## src/rtl/riscv_boot_ctrl.sv

```systemverilog
// Boot sequencer: streams a length-prefixed image into instruction memory,
// then releases the core until a halt instruction, a PC fault or a timeout.
module riscv_boot_ctrl #(
    parameter int unsigned ADDR_W     = 8,
    parameter int unsigned CYC_W      = 16,
    parameter int unsigned MAX_CYCLES = 32'h0000_FFFF
) (
    input  logic              clk,
    input  logic              reset,
    input  logic              start,
    input  logic              s_valid,
    input  logic [7:0]        s_data,
    output logic              s_ready,
    output logic              imem_we,
    output logic [ADDR_W-1:0] imem_addr,
    output logic [31:0]       imem_wdata,
    output logic              core_run,
    input  logic [31:0]       pc,
    input  logic [31:0]       instr,
    output logic              busy,
    output logic              done,
    output logic              error,
    output logic [1:0]        err_code,
    output logic [CYC_W-1:0]  cycle_count
);
    localparam int unsigned LEN_W    = 16;
    localparam int unsigned IDX_W    = ADDR_W + 1;
    localparam int unsigned CAPACITY = 32'd1 << ADDR_W;
    // PC bits allowed to be set: word-aligned and inside the memory
    localparam logic [31:0] PC_OK_MASK     = ((32'd1 << ADDR_W) - 32'd1) << 2;
    localparam logic [31:0] INSTR_EBREAK   = 32'h0010_0073;
    localparam logic [31:0] INSTR_JAL_SELF = 32'h0000_006F;
    localparam logic [1:0]  ERR_NONE       = 2'd0;
    localparam logic [1:0]  ERR_LEN        = 2'd1;
    localparam logic [1:0]  ERR_PC         = 2'd2;
    localparam logic [1:0]  ERR_TIMEOUT    = 2'd3;

    typedef enum logic [2:0] {
        IDLE,
        HDR0,
        HDR1,
        LOAD,
        RUN,
        HALT,
        ERR
    } state_t;

    state_t             state_q, state_d;
    logic [LEN_W-1:0]   len_q, len_d;
    logic [23:0]        asm_q, asm_d;
    logic [1:0]         bcnt_q, bcnt_d;
    logic [IDX_W-1:0]   widx_q, widx_d;
    logic               last_wr_q, last_wr_d;

    logic               s_ready_d;
    logic               we_d;
    logic [ADDR_W-1:0]  addr_d;
    logic [31:0]        wdata_d;
    logic               run_d;
    logic               busy_d;
    logic               done_d;
    logic               error_d;
    logic [1:0]         code_d;
    logic [CYC_W-1:0]   cyc_d;

    logic               xfer;
    logic [LEN_W-1:0]   len_full;
    logic               halt_hit;
    logic               pc_bad;

    // State and every output are registered together
    always_ff @(posedge clk) begin
        if (!reset) begin
            state_q     <= IDLE;
            len_q       <= '0;
            asm_q       <= '0;
            bcnt_q      <= '0;
            widx_q      <= '0;
            last_wr_q   <= 1'b0;
            s_ready     <= 1'b0;
            imem_we     <= 1'b0;
            imem_addr   <= '0;
            imem_wdata  <= '0;
            core_run    <= 1'b0;
            busy        <= 1'b0;
            done        <= 1'b0;
            error       <= 1'b0;
            err_code    <= ERR_NONE;
            cycle_count <= '0;
        end else begin
            state_q     <= state_d;
            len_q       <= len_d;
            asm_q       <= asm_d;
            bcnt_q      <= bcnt_d;
            widx_q      <= widx_d;
            last_wr_q   <= last_wr_d;
            s_ready     <= s_ready_d;
            imem_we     <= we_d;
            imem_addr   <= addr_d;
            imem_wdata  <= wdata_d;
            core_run    <= run_d;
            busy        <= busy_d;
            done        <= done_d;
            error       <= error_d;
            err_code    <= code_d;
            cycle_count <= cyc_d;
        end
    end

    // Next-state and next-output logic
    always_comb begin
        state_d   = state_q;
        len_d     = len_q;
        asm_d     = asm_q;
        bcnt_d    = bcnt_q;
        widx_d    = widx_q;
        last_wr_d = 1'b0;
        we_d      = 1'b0;
        addr_d    = imem_addr;
        wdata_d   = imem_wdata;
        code_d    = err_code;
        cyc_d     = cycle_count;
        xfer      = s_valid & s_ready;
        len_full  = {s_data, len_q[7:0]};
        halt_hit  = (instr == INSTR_EBREAK) || (instr == INSTR_JAL_SELF);
        pc_bad    = (pc & ~PC_OK_MASK) != 32'd0;

        case (state_q)
            IDLE, HALT, ERR: begin
                if (start) begin
                    state_d = HDR0;
                    code_d  = ERR_NONE;
                    cyc_d   = '0;
                    widx_d  = '0;
                    bcnt_d  = '0;
                    asm_d   = '0;
                end
            end
            HDR0: begin
                if (xfer) begin
                    len_d[7:0] = s_data;
                    state_d    = HDR1;
                end
            end
            HDR1: begin
                if (xfer) begin
                    len_d = len_full;
                    if (len_full == '0 || 32'(len_full) > CAPACITY) begin
                        state_d = ERR;
                        code_d  = ERR_LEN;
                    end else begin
                        state_d = LOAD;
                    end
                end
            end
            LOAD: begin
                if (last_wr_q) begin
                    state_d = RUN;
                end else if (xfer) begin
                    if (bcnt_q == 2'd3) begin
                        we_d      = 1'b1;
                        addr_d    = widx_q[ADDR_W-1:0];
                        wdata_d   = {s_data, asm_q};
                        widx_d    = widx_q + IDX_W'(1);
                        bcnt_d    = 2'd0;
                        last_wr_d = (32'(widx_q) + 32'd1) == 32'(len_q);
                    end else begin
                        case (bcnt_q)
                            2'd0:    asm_d[7:0]   = s_data;
                            2'd1:    asm_d[15:8]  = s_data;
                            default: asm_d[23:16] = s_data;
                        endcase
                        bcnt_d = bcnt_q + 2'd1;
                    end
                end
            end
            RUN: begin
                if (halt_hit) begin
                    state_d = HALT;
                end else if (pc_bad) begin
                    state_d = ERR;
                    code_d  = ERR_PC;
                end else if (cycle_count == CYC_W'(MAX_CYCLES)) begin
                    state_d = ERR;
                    code_d  = ERR_TIMEOUT;
                end else if (cycle_count != '1) begin
                    cyc_d = cycle_count + CYC_W'(1);
                end
            end
            default: state_d = IDLE;
        endcase

        // The final write cycle already refuses bytes so none leak past the image
        s_ready_d = (state_d == HDR0 || state_d == HDR1 || state_d == LOAD) && !last_wr_d;
        run_d     = (state_d == RUN);
        busy_d    = (state_d == HDR0 || state_d == HDR1 || state_d == LOAD || state_d == RUN);
        done_d    = (state_d == HALT);
        error_d   = (state_d == ERR);
    end

endmodule

```

## config.mk

```make
export PLATFORM = sky130hd
export DESIGN_NAME = riscv_boot_ctrl
export DESIGN_NICKNAME = d
export VERILOG_FILES = /design/src/rtl/riscv_boot_ctrl.sv
export SDC_FILE = /design/constraint.sdc
export NUM_CORES = 1
export LEC_CHECK = 0
export CORE_UTILIZATION = 53
export CTS_CLUSTER_SIZE = 25
export DETAILED_ROUTE_END_ITERATION = 10
export PLACE_DENSITY = 0.86
export SETUP_SLACK_MARGIN = 0.5
export SYNTH_ARGS = -nofsm -noshare
export SYNTH_HDL_FRONTEND = slang
export SYNTH_SLANG_ARGS = --single-unit
```

## constraint.sdc

```tcl
create_clock -name clk -period 6 [get_ports clk]
set_input_delay 1.2 -clock clk [delete_from_list [all_inputs] [get_ports clk]]
set_output_delay 1.2 -clock clk [all_outputs]
set_load 0.05 [all_outputs]
```

==> flow_metrics.py <==
metrics = {
    "synth": {
        "synth.top_cell.area_share_pct": 43.94,
        "synth_edf_count": 0,
        "synth_area_um2": 5421,
        "synth_async_sr_flop_share_pct": 0,
        "synth_cell_type_count": 63,
        "synth_most_common_cell": "dfxtp_1",
        "synthTopCellsByCount": "119 x dfxtp_1, 111 x nand2_1, 80 x a21oi_1",
        "yosysWarnings": 0,
        "synth_area_leader_cell": "dfxtp_1",
        "avgSynthCellArea_um2": 8.328,
        "syn_inst": 651,
        "synth_ff_type": "dfxtp_1",
        "syn_nets": 732,
        "ys_ff_latch": 119,
        "synth_seq_area_share_pct": 43.94,
        "synth_area_leaders": "dfxtp_1 44%, nand2_1 7.7%, a21oi_1 7.4%",
    },
    "sta": {
        "finalClockSkew_ns": 0.007328,
        "relSlewSlack_pct": 15.61,
        "finalHoldViolCount": 0,
        "min_period_ns": 3.485,
        "slew_violations": 0,
        "setup_tns_ns": 0,
        "period_share_pct": 58.09,
        "tightest_slew_ns": 1.266,
        "setup_viol": 0,
        "rsz0062_at_grt": "no",
        "fmax_mhz": 286.9,
    },
    "global_route": {
        "grt_max_degree": 95,
        "top_usage_layer": "met2",
        "grt_usage_pct": 29.11,
        "antenna_found_initial": 0,
        "use_met2_pct": 49.74,
        "grtUsageMet3_pct": 6.644,
        "met1_usage_pct": 33.80,
        "grt_pass1_vias": 5037,
        "grt_pass1_wl_um": 23750,
        "grt-ovfl-total": 0,
    },
    "floorplanning": {
        "io_pins": 140,
        "row_count": 36,
        "start_util_pct": 54.96,
        "die_area_um2": 10640,
        "core_area_um2": 9864,
        "dieWidth_um": 103.1,
        "die-height_um": 103.1,
    },
    "hold_path": {
        "hp-class": "reg -> reg",
        "worstHoldStart": "asm_q[23]",
    },
    "critical_path": {
        "path_max_fanout": 13,
        "required_ns": 6.47,
        "startpoint": "s_valid",
        "setup.worst_path.end_class": "flip-flop",
        "critPathLaunchType": "input pin",
        "arrival_ns": 3.96,
        "r2r_start": "state_q[2]",
        "critPathKind": "in -> reg",
    },
    "cts": {
        "clkTransAtPathRegs_ns": 0.06,
        "cts_buffer_depth": 2,
        "cts_tree": "done",
        "postCtsSetupBuffers": 0,
        "root_buffer": "clkbuf_8",
        "cts_resized": 0,
        "ctsHoldBuffers": 0,
        "cts_sinks": 119,
        "worstSkewPairLatency_ns": 0.53,
        "cts-buffers-inserted": 17,
        "cts.htree.levels": 4,
    },
    "finish": {
        "multi_input_area_um2": 2819,
        "fin_util_pct": 74.18,
        "final_area_um2": 7317,
        "fin_cells": 911,
        "fillers": 669,
        "layout-drive-gt1-share_pct": 6.555,
        "layout.nets": 846,
        "area_growth_pct": 34.96,
        "seq_area_um2": 2382,
        "diodes": 0,
    },
    "power_and_ir_drop": {
        "power_per_cell_area_nw_per_um2": 284.4,
        "leakage_nw": 2.486,
        "ir_drop_v": 0.0001709,
    },
    "routing": {
        "drt_iter0_drc": 320,
        "postRouteAntennaNets": 0,
        "drt-wirelength-per-cell_um": 16.33,
        "drtPass1Iterations": 5,
        "drcViolationCount": 0,
        "routed_wl_um": 14880,
        "viasPerCell": 5.717,
        "vias": 5208,
    },
    "place": {
        "place.gp.congestion": 0.9789,
        "place_area_um2": 6743,
        "portBuffers": 131,
        "place_hpwl_um": 10060,
        "dp.cells": 879,
    },
    "job": {
        "drv_cap": 0,
    },
    "status": {
        "status": "finished clean",
    },
}
stage by stage:
step                total power, mW  setup slack, ns  hold slack, ns
finish                        2.081            2.515          0.4562
global route                  2.144            2.400          0.4707
CTS                           2.081            2.625          0.4543
detailed placement            1.111            2.117          0.4414
global placement              1.103            2.151          0.4395
floorplan                     1.022            3.158          0.4313
where the power goes:
group	switching, mW	internal (mW)
clock network	0.414	0.568
logic	0.153	0.115
registers	0.0234	0.807
total	0.591	1.49
state kept, by name, indices dropped and copies added, names as in the netlist, 2 cells and up:
register and flops:
len_q 16, widx_q 9, asm_q 24, err_code 2, bcnt_q 2, imem_wdata 32
state_q 3, imem_addr 8, cycle_count 16
worst paths after layout:
kind	endpoint	slack (ns)	cells after the start
max	widx_q[7]	2.51	7
min reg2reg	imem_wdata[23]	0.46	2
max reg2reg	widx_q[7]	2.99	6
min	imem_wdata[23]	0.46	2
layout by cell type, fill, tap and decap left out, drive strengths merged, types with 5 or more instances in the layout:
cell type      netlist  layout
mux2i               34      34
o21ai               29      29
dfxtp              119     119
clkbuf              26      17
ha                   5       5
and2                11      11
a21oi               82      82
nor3                 7       7
nand4               11      11
xor2                 7       7
nor2                60      60
clkdlybuf4s50        0     131
xnor2                8       8
nand3               12      12
nand2              111     111
inv                 11      20
nor4                22      22
or3                 17      17
cell families (layout without fill, tap and decap cells):
family,Yosys count,in the layout,synth area share (%)
AOI/OAI and AO/OA,141,141,14.77
xor gates and xnor gates,15,15,2.423
adders and majority gates,5,5,1.154
buffers and inverters,50,177,4.062
DFF,119,119,43.94
muxes,34,34,6.277
and+or+nand+nor,287,287,27.37
final cells by class:
| class | count | area share (%) |
|---|---|---|
| Multi-Input combinational cell | 482 | 38.53 |
| Sequential cell | 119 | 32.56 |
| Timing Repair Buffer | 134 | 18.23 |
| Clock buffer | 17 | 5.660 |
| Tap cell | 133 | 2.274 |
| Clock inverter | 15 | 2.189 |
| Inverter | 11 | 0.5643 |
critical path, cell delays in order:
cell and delay, ns:
clkdlybuf4s50_1 0.42, nand3b_1 0.36, o22ai_1 0.15, a21oi_1 1.01, a21oi_1 0.27, nor2_1 0.36, a22o_1 0.19
per-layer routing:
metal  share of wire (%)  up-vias  wire, um
li1                    -     2526         -
met1                  42     2460      6301
met2                  50      166      7414
met3                 3.9       56       579
met4                 3.9        0       580
met5                   0        -         0
No activity file was read; power rests on OpenSTA's default activity.
